==> config.mk <==
export PLATFORM = sky130hd
export DESIGN_NAME = trdb_packet_serializer
export DESIGN_NICKNAME = d
export VERILOG_FILES = /design/src/rtl/trdb_pkg.sv /design/src/rtl/trdb_sat_counter.sv /design/src/rtl/trdb_packet_serializer.sv
export SDC_FILE = /design/constraint.sdc
export NUM_CORES = 1
export LEC_CHECK = 0
export ABC_AREA = 1
export ABC_CLOCK_PERIOD_IN_PS = 2900
export BUFFER_PORTS_ARGS = -buffer_cell sky130_fd_sc_hd__buf_2
export CAP_MARGIN = 0
export CORE_AREA = 5 5 169 171
export DETAILED_ROUTE_END_ITERATION = 8
export DIE_AREA = 0 0 174 176
export GPL_ROUTABILITY_DRIVEN = 0
export GPL_TIMING_DRIVEN = 0
export PLACE_DENSITY = 0.51
export SLEW_MARGIN = 30
export SYNTH_ARGS = -nofsm -noshare
export SYNTH_HDL_FRONTEND = slang
export SYNTH_HIERARCHICAL = 1
export SYNTH_SLANG_ARGS = --single-unit
export TNS_END_PERCENT = 10
==> constraint.sdc <==
create_clock -name clk_i -period 2.9 [get_ports clk_i]
set_clock_uncertainty 0.05 [all_clocks]
set_input_delay 0.435 -clock clk_i [delete_from_list [all_inputs] [get_ports clk_i]]
set_output_delay 0.435 -clock clk_i [all_outputs]
set_load 0.005 [all_outputs]
==> src/rtl/trdb_pkg.sv <==
// Shared types and helpers for the trace packet serializer.
package trdb_pkg;

  typedef enum logic [1:0] {
    IDLE    = 2'd0,
    HEADER  = 2'd1,
    PAYLOAD = 2'd2
  } trdb_state_e;

  localparam logic [7:0] SYNC_BYTE_DEFAULT = 8'hA5;

  function automatic logic [15:0] trdb_header(input logic [7:0] sync_byte,
                                              input logic [7:0] len);
    return {sync_byte, len};
  endfunction

endpackage

==> src/rtl/trdb_sat_counter.sv <==
// Saturating event counter with synchronous clear; clear wins over increment.
module trdb_sat_counter #(
  parameter int WIDTH = 8
) (
  input  logic             clk_i,
  input  logic             rst_i,
  input  logic             clr_i,
  input  logic             inc_i,
  output logic [WIDTH-1:0] count_o
);

  logic [WIDTH-1:0] count_q;

  always_ff @(posedge clk_i) begin
    if (rst_i || clr_i) begin
      count_q <= '0;
    end else if (inc_i && (count_q != {WIDTH{1'b1}})) begin
      count_q <= count_q + {{(WIDTH-1){1'b0}}, 1'b1};
    end
  end

  assign count_o = count_q;

endmodule

==> src/rtl/trdb_packet_serializer.sv <==
// Frames one trace packet per handshake into a header word plus LSW-first
// 16-bit payload words; malformed or disabled-time packets are dropped and counted.
module trdb_packet_serializer
  import trdb_pkg::*;
#(
  parameter int         PACKET_WIDTH = 128,
  parameter int         LEN_WIDTH    = 4,
  parameter logic [7:0] SYNC_BYTE    = SYNC_BYTE_DEFAULT
) (
  input  logic                    clk_i,
  input  logic                    rst_i,
  input  logic                    enable_i,
  input  logic                    clr_drop_i,
  input  logic [PACKET_WIDTH-1:0] packet_i,
  input  logic [LEN_WIDTH-1:0]    packet_len_i,
  input  logic                    packet_valid_i,
  output logic                    packet_ready_o,
  output logic [15:0]             data_o,
  output logic                    data_valid_o,
  input  logic                    data_ready_i,
  output logic                    busy_o,
  output logic [7:0]              drop_cnt_o
);

  localparam int unsigned NWORDS = PACKET_WIDTH / 16;

  trdb_state_e             state_q;
  logic [PACKET_WIDTH-1:0] pkt_q;
  logic [LEN_WIDTH-1:0]    len_q;
  logic [LEN_WIDTH-1:0]    idx_q;
  logic [15:0]             data_q;
  logic                    valid_q;

  logic [LEN_WIDTH:0] idx_inc_s;
  logic               last_s;
  logic               ready_s;
  logic               accept_s;
  logic               legal_s;
  logic               xfer_s;
  logic [15:0]        hdr_s;

  assign idx_inc_s = {1'b0, idx_q} + {{LEN_WIDTH{1'b0}}, 1'b1};
  assign last_s    = (idx_inc_s == {1'b0, len_q});
  assign legal_s   = enable_i && (packet_len_i != '0) && (32'(packet_len_i) <= NWORDS);
  assign accept_s  = packet_valid_i & ready_s;
  assign xfer_s    = valid_q & data_ready_i;
  assign hdr_s     = trdb_header(SYNC_BYTE, 8'(packet_len_i));

  // Ready depends only on state and downstream ready, never on packet_valid_i.
  always_comb begin
    ready_s = 1'b0;
    if (rst_i) begin
      ready_s = 1'b0;
    end else begin
      case (state_q)
        IDLE:    ready_s = 1'b1;
        PAYLOAD: ready_s = last_s & data_ready_i;
        default: ready_s = 1'b0;
      endcase
    end
  end

  // Payload is kept in a shift register so the next word is always pkt_q[15:0].
  always_ff @(posedge clk_i) begin
    if (rst_i) begin
      state_q <= IDLE;
      pkt_q   <= '0;
      len_q   <= '0;
      idx_q   <= '0;
      data_q  <= 16'h0000;
      valid_q <= 1'b0;
    end else begin
      case (state_q)
        IDLE: begin
          if (accept_s && legal_s) begin
            pkt_q   <= packet_i;
            len_q   <= packet_len_i;
            idx_q   <= '0;
            data_q  <= hdr_s;
            valid_q <= 1'b1;
            state_q <= HEADER;
          end
        end
        HEADER: begin
          if (xfer_s) begin
            data_q  <= pkt_q[15:0];
            pkt_q   <= pkt_q >> 16;
            state_q <= PAYLOAD;
          end
        end
        PAYLOAD: begin
          if (xfer_s) begin
            if (!last_s) begin
              idx_q  <= idx_inc_s[LEN_WIDTH-1:0];
              data_q <= pkt_q[15:0];
              pkt_q  <= pkt_q >> 16;
            end else if (accept_s && legal_s) begin
              pkt_q   <= packet_i;
              len_q   <= packet_len_i;
              idx_q   <= '0;
              data_q  <= hdr_s;
              valid_q <= 1'b1;
              state_q <= HEADER;
            end else begin
              valid_q <= 1'b0;
              state_q <= IDLE;
            end
          end
        end
        default: begin
          valid_q <= 1'b0;
          state_q <= IDLE;
        end
      endcase
    end
  end

  trdb_sat_counter #(.WIDTH(8)) u_drop_cnt (
    .clk_i   (clk_i),
    .rst_i   (rst_i),
    .clr_i   (clr_drop_i),
    .inc_i   (accept_s & ~legal_s),
    .count_o (drop_cnt_o)
  );

  assign packet_ready_o = ready_s;
  assign data_o         = data_q;
  assign data_valid_o   = valid_q;
  assign busy_o         = (state_q != IDLE);

endmodule
==> flow_summary.yaml <==
outcome:
  status: "finished clean"
timing:
  tns_ns: 0
  setup_viol: 0
  rsz0062_at_grt: "no"
  finalMaxSlewViolations: 0
  min_period_over_period: 0.907
  period_needed_ns: 2.63
  hold_viol: 0
  worst_pin_slew_ns: 0.638
  max_freq_mhz: 380
  slew_headroom: 0.575
  worst_slack_ns: 0.270
power_and_ir_drop:
  cellPowerDensity_mw_per_mm2: 755
  p_total_mw: 8.45
  ir_drop_uv: 369
  power_leakage_nw: 5.24
critical_path:
  rr_endpoint: "pkt_q[31]$_SDFFE_PP0P_"
  path_buf_inv: 6
  path_class: "flop to flop"
  r2r_cells: 12
  r2r_start: "state_q[0]$_SDFFE_PP0P_"
  crit_chain: "inv_1, ha_1, o21ai_1, inv_2, o21ai_4, inv_2, nand3_4, buf_2, buf_2, o22ai_1, inv_2, a21oi_1"
  ff2ff_setup_slack_ns: 0.27
  crit_top_cell: "inv_2"
  cp-start-kind: "flop"
  critPathCaptureType: "flop"
  slowest_stage: "dfxtp_1"
  critPathMaxStageDelay_ns: 0.36
  crit_required_ns: 3.15
  critPathArrivalTime_ns: 2.88
  crit_family: "buffers and inverters"
  path_max_fanout: 10
cts:
  clk_path_buf_depth: 2
  clock_latency_ns: 0.43
  htree_num_levels: 4
  cts.sinks: 163
  clk_pin_slew_ns: 0.07
  cts_tree: "built"
  cts-root-buf: "clkbuf_16"
  cts_buffers: 17
floorplanning:
  ioPinCount: 165
  dieWidth_um: 174
  die-area_mm2: 0.0306
  dieHeight_um: 176
  start_util: 0.348
  fp.coreArea_mm2: 0.0267
  rows: 60
logic_synthesis:
  synth.largest_area_cell: "dfxtp_1"
  synth_area_per_cell_um2: 6.15
  yosys-top-cells-count: "inv_1, nand2_1, dfxtp_1"
  synth_seq_cells: 163
  synth_nets: 1656
  synth_edf_count: 0
  synth_area_leaders: "dfxtp_1, inv_1, nand2_1"
  synth_flop_cell: "dfxtp_1"
  synth_cells: 1512
  synth_cell_type_count: 30
  synth.most_common_cell: "inv_1"
  synth_area_mm2: 0.00929
  ys_seq_area_frac: 0.351
  async_flop_share: 0
  yosys_warnings: 6
  yosysTopAreaCellShare: 0.351
min_path:
  min_to: "len_q[0]$_SDFFE_PP0P_"
  min-delay-start: "packet_len_i[0]"
  hold_path.class: "input pin to flop"
  min_path_cells: 3
layout:
  instances_no_fill: 2049
  syn_to_final_growth_pct: 20.5
  nets: 1839
  final_util: 0.419
  diodes: 0
  drive_above_1_share: 0.156
  fill_cells: 2958
route:
  routed_wl_um: 30300
  dr.pass1.iters: 5
  vias_per_cell: 4.66
  vias: 9548
  drt_iter0_drc: 647
  route.detailed.drc: 0
  wl_per_cell_um: 14.8
  postRouteAntennaNets: 0
place:
  pre_cts_ws_ns: -0.0800
  io_buffers: 164
  dp_cells: 2017
  dpl.hpwl_um: 22900
global_route:
  antenna_found_initial: 0
  grt_pass1_vias: 8784
  grt_pass1_wl_um: 47500
  grt_max_degree: 17
  track_usage: 0.193
  overflow: 0
run:
  max-cap-violations: 0
[area by class of cell]
cell class | count | area [um^2] | share of cell area
Tap cell | 341 | 427 | 0.0381
Clock buffer | 21 | 470 | 0.0420
Buffer | 89 | 454 | 0.0406
Inverter | 412 | 1550 | 0.139
Sequential cell | 163 | 3260 | 0.292
Clock inverter | 11 | 176 | 0.0158
Timing Repair Buffer | 164 | 821 | 0.0733
Multi-Input combinational cell | 848 | 4030 | 0.360
[where the power goes]
part           switching [mW]  internal (mW)  total (mW)
clock                   0.996           1.52        2.51
sequential              0.123           2.55        2.67
combinational            2.28          0.989        3.27
total                    3.40           5.06        8.45
[worst register-to-register path, delay by kind of cell, from the launching register on]
family          cells  cell delay (ns)
buf+inv             6             0.90
compound gates      4             0.75
flops               1             0.36
fa+ha+maj           1             0.27
simple gates        1             0.17
[how the worst max path moves through the flow]
| stage | startpoint | endpoint | slack, ns | cells after the start |
|---|---|---|---|---|
| 2_1_floorplan | idx_q[0]$_SDFFE_PP0P_ | u_drop_cnt/count_o[4]$_SDFFE_PP0P_ | 0.65 | 13 |
| 3_3_place_gp | idx_q[0]$_SDFFE_PP0P_ | pkt_q[121]$_SDFFE_PP0P_ | -0.04 | 16 |
| 3_5_place_dp | idx_q[0]$_SDFFE_PP0P_ | pkt_q[121]$_SDFFE_PP0P_ | -0.08 | 16 |
| 4_1_cts | idx_q[0]$_SDFFE_PP0P_ | pkt_q[121]$_SDFFE_PP0P_ | 0.03 | 16 |
| 5_1_grt | idx_q[1]$_SDFFE_PP0P_ | pkt_q[41]$_SDFFE_PP0P_ | 0.02 | 16 |
| 6_report | state_q[0]$_SDFFE_PP0P_ | pkt_q[31]$_SDFFE_PP0P_ | 0.27 | 12 |
[logic make-up after synthesis]
family / synth area share
simple gates: 0.247
flops: 0.351
buf+inv: 0.215
fa+ha+maj: 0.00808
compound gates: 0.178
xor+xnor: 0.000943
[cell usage in the layout (no fill, tap or decap), types with 10 or more instances in the layout]
cell type	n
a21oi_1	157
buf_2	196
buf_4	11
clkbuf_1	41
clkbuf_16	17
dfxtp_1	162
inv_1	400
inv_2	10
nand2_1	358
nand3_1	145
nor2_1	22
o21ai_0	26
o22ai_1	107
[state kept, by name, summed over array words and instances, names as in the netlist]
| signal | flops |
|---|---|
| u_drop_cnt/count_o | 8 |
| idx_q | 4 |
| data_o | 16 |
| state_q | 2 |
| data_valid_o | 1 |
| len_q | 4 |
| pkt_q | 128 |
[through the flow]
stage,hold WS [ns],cell area (um^2)
4_1_cts,0.233,11200
2_1_floorplan,0.395,9290
6_report,0.250,11200
3_5_place_dp,0.404,10500
3_3_place_gp,0.399,10500
5_1_grt,0.268,11200
[metal layers]
layer  track usage  routed length [um]
met5             0                   0
met4        0.0383                 346
met3        0.0321                1290
met2         0.318               14200
met1         0.268               14500
[what timing repair did]
item                                    in CTS  in global routing
cloned                                       0                  0
hold buffers                                 0                  0
setup buffers                                0                  0
resized for setup                            2                  6
endpoints found under the setup margin      39                108
Power figures use the tool's default switching activity.
